File: src/rtl/rename_free_list.sv
// Physical-register free list for the rename stage: circular FIFO of free tags
// with per-branch checkpoints of the allocation pointer for one-cycle recovery.
module rename_free_list #(
  parameter  int unsigned NUM_PHYS = 64,
  parameter  int unsigned NUM_ARCH = 32,
  parameter  int unsigned NUM_CKPT = 4,
  localparam int unsigned TAG_W    = $clog2(NUM_PHYS),
  localparam int unsigned CK_W     = (NUM_CKPT > 1) ? $clog2(NUM_CKPT) : 1,
  localparam int unsigned DEPTH    = NUM_PHYS - NUM_ARCH,
  localparam int unsigned PTR_W    = $clog2(DEPTH) + 1
) (
  input  logic             clk,
  input  logic             rst_n,
  input  logic             alloc_req,
  output logic             alloc_ready,
  output logic [TAG_W-1:0] alloc_tag,
  input  logic             rel_valid,
  input  logic [TAG_W-1:0] rel_tag,
  input  logic             ckpt_save,
  input  logic             ckpt_restore,
  input  logic [CK_W-1:0]  ckpt_id,
  output logic [PTR_W-1:0] free_count,
  output logic             overflow_err
);

  localparam int unsigned IDX_W = PTR_W - 1;

  if ((DEPTH == 0) || ((DEPTH & (DEPTH - 1)) != 0)) begin : g_bad_depth
    $error("rename_free_list: NUM_PHYS-NUM_ARCH must be a power of two");
  end

  logic [TAG_W-1:0] mem  [DEPTH];
  logic [PTR_W-1:0] slot [NUM_CKPT];
  logic [PTR_W-1:0] head, tail;
  logic [PTR_W-1:0] head_next, tail_next;
  logic [PTR_W-1:0] count;
  logic             full;
  logic             alloc_fire;
  logic             rel_fire;

  // Outputs depend only on registered pointers and storage.
  assign count       = tail - head;
  assign free_count  = count;
  assign alloc_ready = (count != '0);
  assign alloc_tag   = mem[head[IDX_W-1:0]];
  assign full        = (count == PTR_W'(DEPTH));

  // Restore overrides a same-cycle allocation; a release into a full list is dropped.
  always_comb begin
    alloc_fire = alloc_req && alloc_ready && !ckpt_restore;
    rel_fire   = rel_valid && !full;
    head_next  = head;
    tail_next  = tail;
    if (ckpt_restore) begin
      head_next = slot[ckpt_id];
    end else if (alloc_fire) begin
      head_next = head + PTR_W'(1);
    end
    if (rel_fire) begin
      tail_next = tail + PTR_W'(1);
    end
  end

  always_ff @(posedge clk or negedge rst_n) begin
    if (!rst_n) begin
      for (int unsigned i = 0; i < DEPTH; i++) begin
        mem[i] <= TAG_W'(NUM_ARCH + i);
      end
      for (int unsigned k = 0; k < NUM_CKPT; k++) begin
        slot[k] <= '0;
      end
      head         <= '0;
      tail         <= PTR_W'(DEPTH);
      overflow_err <= 1'b0;
    end else begin
      head <= head_next;
      tail <= tail_next;
      if (rel_fire) begin
        mem[tail[IDX_W-1:0]] <= rel_tag;
      end
      // Snapshot includes the branch's own allocation this cycle.
      if (ckpt_save && !ckpt_restore) begin
        slot[ckpt_id] <= head_next;
      end
      if (rel_valid && full) begin
        overflow_err <= 1'b1;
      end
    end
  end

endmodule
File: config.mk
export PLATFORM = sky130hd
export DESIGN_NAME = rename_free_list
export DESIGN_NICKNAME = d
export VERILOG_FILES = /design/src/rtl/rename_free_list.sv
export SDC_FILE = /design/constraint.sdc
export NUM_CORES = 1
export LEC_CHECK = 0
export BUFFER_PORTS_ARGS = -buffer_cell sky130_fd_sc_hd__buf_2
export CAP_MARGIN = 20
export CELL_PAD_IN_SITES_DETAIL_PLACEMENT = 0
export CELL_PAD_IN_SITES_GLOBAL_PLACEMENT = 1
export CORE_UTILIZATION = 48
export DETAILED_ROUTE_END_ITERATION = 10
export PLACE_DENSITY_LB_ADDON = 0.1
export SLEW_MARGIN = 10
export SYNTH_ARGS = -nofsm -noshare
export SYNTH_HDL_FRONTEND = slang
export SYNTH_SLANG_ARGS = --single-unit
File: constraint.sdc
create_clock -name clk -period 3.1 [get_ports clk]
set_input_delay 0.62 -clock clk [delete_from_list [all_inputs] [get_ports clk]]
set_output_delay 0.62 -clock clk [all_outputs]
set_load 0.01 [all_outputs]
==> key figures, run 1 <==
Status
  – Status: complete, but fails checks
  – Failing checks: setup timing

Final layout
  – Final nets: 879
  – Proportion of layout cells with a drive suffix above 1: 40.7%
  – Footprint of the multi-input gates: 5270 µm²
  – Register area: 5880 µm²
  – Fill cells: 1775
  – Area grow syn2layout: 18.5%
  – Finished Layout Cells: 1159
  – Finished Core Util: 58.3%
  – Antenna Cells: 0

Drt
  – Post-route DRC: 0
  – Number of DRC violations after detailed-routing iteration 0: 393
  – Antenna Nets Post-Route: 0
  – Via/cell ratio: 6.00
  – Pre-antenna DRT Iters: 4
  – Via count: 6953
  – Mean routed wirelength per cell: 23.3 µm
  – WL final: 27.0 mm

Global route
  – Largest net degree at the start of global routing: 83
  – First-pass GRT wire length: 43.4 mm
  – GRT Total Usage: 23.7%
  – Remaining Overflow, GRT: 0
  – Initial antenna violation count: 0
  – Vias in the first global route: 7318

Yosys
  – Syn Std Cell Area: 11200 µm²
  – Post-synth top flop: dfrtp_1
  – Syn_nets: 808
  – Post-synth top area share: 26.6%
  – Leading post-synthesis cells by cell area: dfstp_2 (27%), dfrtp_1 (26%), mux2_1 (19%)
  – Cells after synthesis: 783
  – Syn avg cell area: 14.3 µm²
  – Sequential-to-total area share from yosys stat: 52.5%
  – Post-synth top area cell: dfstp_2
  – Register bit total from synthesis: 229
  – Yosys Warn Count: 0
  – Netlist cell types: 50
  – Ys async rst share: 100%
  – Post-synth EDFFs: 0

Place
  – GP Congestion: 0.794
  – HPWL Detailed: 17.6 mm
  – Port Buf Inserts: 27
  – Placed Cells: 1097

STA
  – Max-slew violation count: 0
  – Share of the clock period used by the worst path: 107%
  – Worst setup margin: -216 ps
  – Worst slew pin tran: 880 ps
  – Layout Skew: 27.8 ps
  – Setup violators final: 7
  – Fmax achieved: 302 MHz
  – Final hold vios: 0
  – Period minus WS final: 3320 ps
  – RSZ-0062 raised after global routing: yes
  – Max-Slew Margin vs Limit: 41.2%

CTS
  – CTS H-tree depth: 1
  – Post-cts hold buffer count: 0
  – Worst-Skew Late Latency: 540 ps
  – Root Buffer: clkbuf_16
  – Clk sink count: 229
  – Total CTS buffers: 26
  – CTS tree: yes
  – Max clock buf depth: 3
  – Worst-path clk slew: 60 ps

Setup path
  – Data arrival, critical path: 2700 ps
  – Worst setup path startpoint: head[0]$_DFF_PN0_
  – Critical Path Fanout Max: 3
  – Setup Crit Path Kind: register to output pin
  – Crit path required time: 2480 ps
  – Startpoint types: register
  – Critical R2R Launch: head[0]$_DFF_PN0_
  – Setup crit end kind: output pin

Floorplan
  – Core area: 22700 µm²
  – Die Wd: 155 µm
  – I/O pins: 28
  – Initial core utilization: 49.2%
  – Die height: 155 µm
  – Die area: 23900 µm²
  – Num rows: 55

Pwr
  – Max IR drop VDD: 0.584 mV
  – Power per cell area: 1060 nW/µm²
  – Leakage: 5.65 nW

Worst hold path
  – Hold Path Class: input pin to async pin

Job
  – Max cap viols: 0
[path summary, 6_finish.rpt]
| kind | endpoint | slack [ps] | cells after the start |
|---|---|---|---|
| max | alloc_ready | -220 | 8 |
| min in group clk | overflow_err$_DFFE_PN0P_ | 430 | 2 |
| min | slot[18]$_DFFE_PN0P_ | 140 | 1 |
| min reg2reg | overflow_err$_DFFE_PN0P_ | 460 | 1 |
| max reg2reg | mem[92]$_DFFE_PN0P_ | 20 | 13 |
| max in group asynchronous | mem[29]$_DFFE_PN1P_ | 2050 | 2 |
[cell families (layout without fill, tap and decap cells)]
| family | Yosys count | in the layout | share of synthesized area [%] |
|---|---|---|---|
| XOR/XNOR | 12 | 12 | 0.941 |
| AO/OA/AOI/OAI | 75 | 75 | 4.48 |
| adder cells (fa/ha/maj) | 11 | 11 | 1.30 |
| flip-flops | 229 | 229 | 52.5 |
| buffers and inverters | 61 | 152 | 2.32 |
| AND/OR/NAND/NOR | 128 | 128 | 6.96 |
| multiplexers | 267 | 267 | 31.5 |
[per-layer routing]
layer  wire length [µm]  GRT usage, %  up-vias
met5                  0             0        -
met4                583          6.46        0
met3               1060          3.28       47
met2              12900          38.0      130
met1              12400          34.1     3697
li1                   -             -     3079
[metrics by stage]
step           cell area (µm²)  worst slack [ps]  hold slack (ps)  total power [W]  TNS, ps
2_1_floorplan            11200              51.4              324          0.00871        0
3_3_place_gp             12000             -22.8              458           0.0104    -95.6
3_5_place_dp             12000              -121              445           0.0106    -1710
4_1_cts                  13000              -235              172           0.0139    -1500
5_1_grt                  13200              -352              181           0.0149    -3320
6_report                 13200              -216              144           0.0141    -1310
[final cells by class]
cell class | instances | area share, %
Multi-Input combinational cell | 493 | 39.8
Tap cell | 285 | 2.69
Timing Repair Buffer | 93 | 6.46
Clock inverter | 8 | 0.624
Sequential cell | 229 | 44.4
Inverter | 11 | 0.312
Clock buffer | 40 | 5.76
[power by group]
part	switching, W	leakage, nW	internal, W
logic	0.00297	2.61	0.00271
registers	0.000661	2.63	0.00471
clock network	0.00121	0.414	0.00178
[Yosys cell counts, types with 11 or more instances]
| library cell | number |
|---|---|
| mux2_1 | 193 |
| dfrtp_1 | 116 |
| dfstp_2 | 113 |
| mux4_2 | 48 |
| nand2_1 | 37 |
| nor3_2 | 32 |
| clkbuf_1 | 29 |
| mux2i_1 | 26 |
| nor2_1 | 23 |
| o21ai_1 | 15 |
| a21oi_1 | 12 |
| o221ai_1 | 12 |
| a31oi_1 | 11 |
[critical path, cell delays in order (launching register included)]
cell and delay, ps:
dfrtp_4 510, ha_4 170, fa_1 490, inv_2 50
nor4_1 240, mux2i_1 130, buf_4 160, or3_1 290
buf_2 140
[sequential cells by signal, summed over array words and instances (netlist names)]
register      flops
head              6
mem             192
overflow_err      1
slot             24
tail              6
[layout by cell type, fill, tap and decap left out, types with 4 or more instances in the layout]
cell	n
o31ai_2	6
mux2i_1	26
nor2_1	23
buf_4	51
xor2_1	7
xnor2_1	4
o211ai_1	4
nand3_1	5
buf_2	26
o21ai_1	16
a31oi_1	11
clkbuf_8	7
or4_1	4
ha_1	9
o22ai_1	6
nor3_2	17
buf_12	8
clkbuf_1	8
a21oi_1	12
dfrtp_1	114
dfstp_2	113
mux2_1	193
inv_1	7
mux4_2	48
o221ai_1	9
nand2_1	31
nor3_4	15
nand2_2	5
or3_1	7
clkbuf_16	29
clkinv_2	4
[what timing repair did]
action | 4_1_cts | 5_1_grt
pin swaps | 3 | 17
buffers inserted | 2 | 7
gates resized for setup | 23 | 24
gates cloned | 2 | 3
setup endpoints to repair | 46 | 198
Power figures use the tool's default switching activity.
==> run 2: changes to the inputs <==
--- a/config.mk
+++ b/config.mk
@@ -16,3 +16,4 @@
 export SYNTH_ARGS = -nofsm -noshare
 export SYNTH_HDL_FRONTEND = slang
 export SYNTH_SLANG_ARGS = --single-unit
+export TNS_END_PERCENT = 1
==> key figures, run 2 (same netlist as run 1, synthesis figures left out) <==
Final layout
  – Max reg flops: 192 (unchanged)
  – Proportion of layout cells with a drive suffix above 1: 39.5% (was 40.7%)
  – Top flop regs: mem x192, slot x24 (unchanged)
  – Final nets: 868 (was 879)
  – Footprint of the multi-input gates: 5200 µm² (was 5270 µm²)
  – Antenna Cells: 0 (unchanged)
  – Reg with most FFs: mem (unchanged)
  – Most frequent cells in the layout: mux2_1 (193), dfrtp_1 (114), dfstp_2 (113) (unchanged)
  – Finished Core Util: 57.3% (was 58.3%)
  – Fill cells: 1795 (was 1775)
  – Finished Cell Area: 13000 µm² (was 13200 µm²)
  – Commonest non-fill, non-tap cell in the layout: mux2_1 (unchanged)
  – Register area: 5880 µm² (unchanged)
  – Area grow syn2layout: 16.5% (was 18.5%)

Pwr
  – Sw Share: 34.2% (was 34.5%)
  – Leakage: 5.53 nW (was 5.65 nW)
  – Max IR drop VDD: 0.580 mV (was 0.584 mV)
  – Sequential power share: 38.8% (was 38.2%)
  – Clock share of power: 21.6% (was 21.3%)
  – Power Total: 0.0138 W (was 0.0141 W)
  – Comb power frac: 39.5% (was 40.5%)
  – Internal power: 0.00910 W (was 0.00921 W)
  – P_sw: 0.00473 W (was 0.00485 W)
  – Power per cell area: 1060 nW/µm² (about the same)

Job
  – Max cap viols: 0 (unchanged)

Place
  – Port Buf Inserts: 27 (unchanged)
  – Dpl ws: -121 ps (unchanged)
  – GP Congestion: 0.794 (unchanged)
  – Post-DP Area: 12000 µm² (unchanged)
  – HPWL Detailed: 17.6 mm (unchanged)

Drt
  – Mean routed wirelength per cell: 23.0 µm (was 23.3 µm)
  – WL final: 26.4 mm (was 27.0 mm)
  – Via/cell ratio: 5.99 (was 6.00)
  – Number of DRC violations after detailed-routing iteration 0: 283 (was 393)
  – Post-route DRC: 0 (unchanged)
  – Pre-antenna DRT Iters: 6 (was 4)
  – Via count: 6872 (was 6953)
  – Antenna Nets Post-Route: 0 (unchanged)

STA
  – Period minus WS final: 3320 ps (about the same)
  – Final hold vios: 0 (unchanged)
  – Setup violators final: 7 (unchanged)
  – Layout Skew: 28.5 ps (was 27.8 ps)
  – Max-Slew Margin vs Limit: 49.2% (was 41.2%)
  – Share of the clock period used by the worst path: 107% (about the same)
  – Max-slew violation count: 0 (unchanged)
  – Worst setup margin: -215 ps (was -216 ps)
  – Fmax achieved: 302 MHz (about the same)
  – Worst slew pin tran: 760 ps (was 880 ps)
  – Worst hold margin: 143 ps (was 144 ps)
  – RSZ-0062 raised after global routing: yes (unchanged)

Global route
  – Largest net degree at the start of global routing: 83 (unchanged)
  – Met3 Resource Use GR: 3.28% (unchanged)
  – First-pass GRT wire length: 43.4 mm (about the same)
  – Remaining Overflow, GRT: 0 (unchanged)
  – GRT busiest layer: met2 (unchanged)
  – Met2 Use GR: 37.9% (was 38.0%)
  – M1 GR Usage: 34.1% (unchanged)
  – GRT Total Usage: 23.7% (about the same)
  – Initial antenna violation count: 0 (unchanged)
  – Vias in the first global route: 7312 (was 7318)

Setup path
  – Critical Path Fanout Max: 3 (unchanged)
  – Startpoint types: register (unchanged)
  – Setup crit end kind: output pin (unchanged)
  – Data arrival, critical path: 2700 ps (about the same)
  – Crit path required time: 2480 ps (about the same)
  – Worst path max stage delay: 510 ps (about the same)
  – CP max-delay cell: dfrtp_4 (unchanged)
  – Setup Crit Path Kind: register to output pin (unchanged)
  – Worst-path cell chain: ha_4, fa_1, inv_2, nor4_1, mux2i_1, buf_4, or3_1, buf_2 (unchanged)

Floorplan
  – Initial core utilization: 49.2% (unchanged)
  – Die area: 23900 µm² (unchanged)
  – Die height: 155 µm (unchanged)
  – I/O pins: 28 (unchanged)
  – Num rows: 55 (unchanged)
  – Die Wd: 155 µm (unchanged)
  – Core area: 22700 µm² (unchanged)

CTS
  – Max clock buf depth: 3 (unchanged)
  – Post-cts hold buffer count: 0 (unchanged)
  – Total CTS buffers: 26 (unchanged)
  – Worst-Skew Late Latency: 540 ps (about the same)
  – Clk sink count: 229 (unchanged)
  – CTS H-tree depth: 1 (unchanged)
  – Root Buffer: clkbuf_16 (unchanged)
  – Worst-path clk slew: 60 ps (about the same)
  – CTS tree: yes (unchanged)

Worst hold path
  – Hold Path Class: input pin to async pin (unchanged)

Status
  – Status: complete, but fails checks (unchanged)
  – Failing checks: setup timing (unchanged)
## run 2: cell count changes in the layout (fill, tap and decap cells not counted), sizes merged
cell,before,now
buf,89,81
clkbuf,44,41
## run 2: worst max-delay path, delay by kind of cell, from the launching register on
| kind | cells | cell delay (ps) |
|---|---|---|
| adders and majority gates | 2 | 660 |
| and+or+nand+nor | 2 | 530 |
| DFF | 1 | 510 |
| buffers and inverters | 3 | 350 |
| muxes | 1 | 130 |
## run 2: per-stage QoR
step                cells  setup TNS [ps]
floorplan             783               0
global placement     1097           -95.6
detailed placement   1097           -1710
CTS                  1148           -1520
global route         1148          -18220
finish               1148           -1340
## run 2: what timing repair did
item / in CTS / in global routing
resized for setup: 23 / 10
cloned: 2 / 0
pin swaps: 3 / 4
setup buffers: 1 / 0
setup endpoints to repair: 46 / 198
hold endpoints to repair: 0 / 0
## run 2: layer usage
layer / share of wire (%) / up-vias
met5: 0 / -
met4: 2.4 / 0
met3: 3.1 / 49
met2: 48 / 108
met1: 47 / 3664
li1: - / 3051
## run 2: layout make-up
type,instances,share of cell area [%]
sequential,229,45.1
multi-input combinational,493,39.9
clock buffer,40,5.86
timing repair buffer,82,5.41
tap,285,2.74
clock inverter,8,0.634
inverter,11,0.317
## run 2: worst paths after layout
| check | to | slack, ps | start | depth (start not counted) |
|---|---|---|---|---|
| min in group clk | overflow_err$_DFFE_PN0P_ | 440 | rel_valid | 2 |
| max in group asynchronous | mem[29]$_DFFE_PN1P_ | 2050 | rst_n | 2 |
| max | alloc_ready | -220 | head[0]$_DFF_PN0_ | 8 |
| min reg2reg | overflow_err$_DFFE_PN0P_ | 460 | overflow_err$_DFFE_PN0P_ | 1 |
| min | slot[18]$_DFFE_PN0P_ | 140 | rst_n | 1 |
| max reg2reg | mem[13]$_DFFE_PN0P_ | 40 | head[0]$_DFF_PN0_ | 11 |
## run 2: power by group through the flow
stage	clock network [W]	logic, W	registers, W
5_1_grt	0.00319	0.00592	0.00555
3_3_place_gp	0	0.00504	0.00532
6_report	0.00299	0.00547	0.00537
2_1_floorplan	0	0.00357	0.00515
4_1_cts	0.00307	0.00541	0.00537
3_5_place_dp	0	0.00518	0.00541
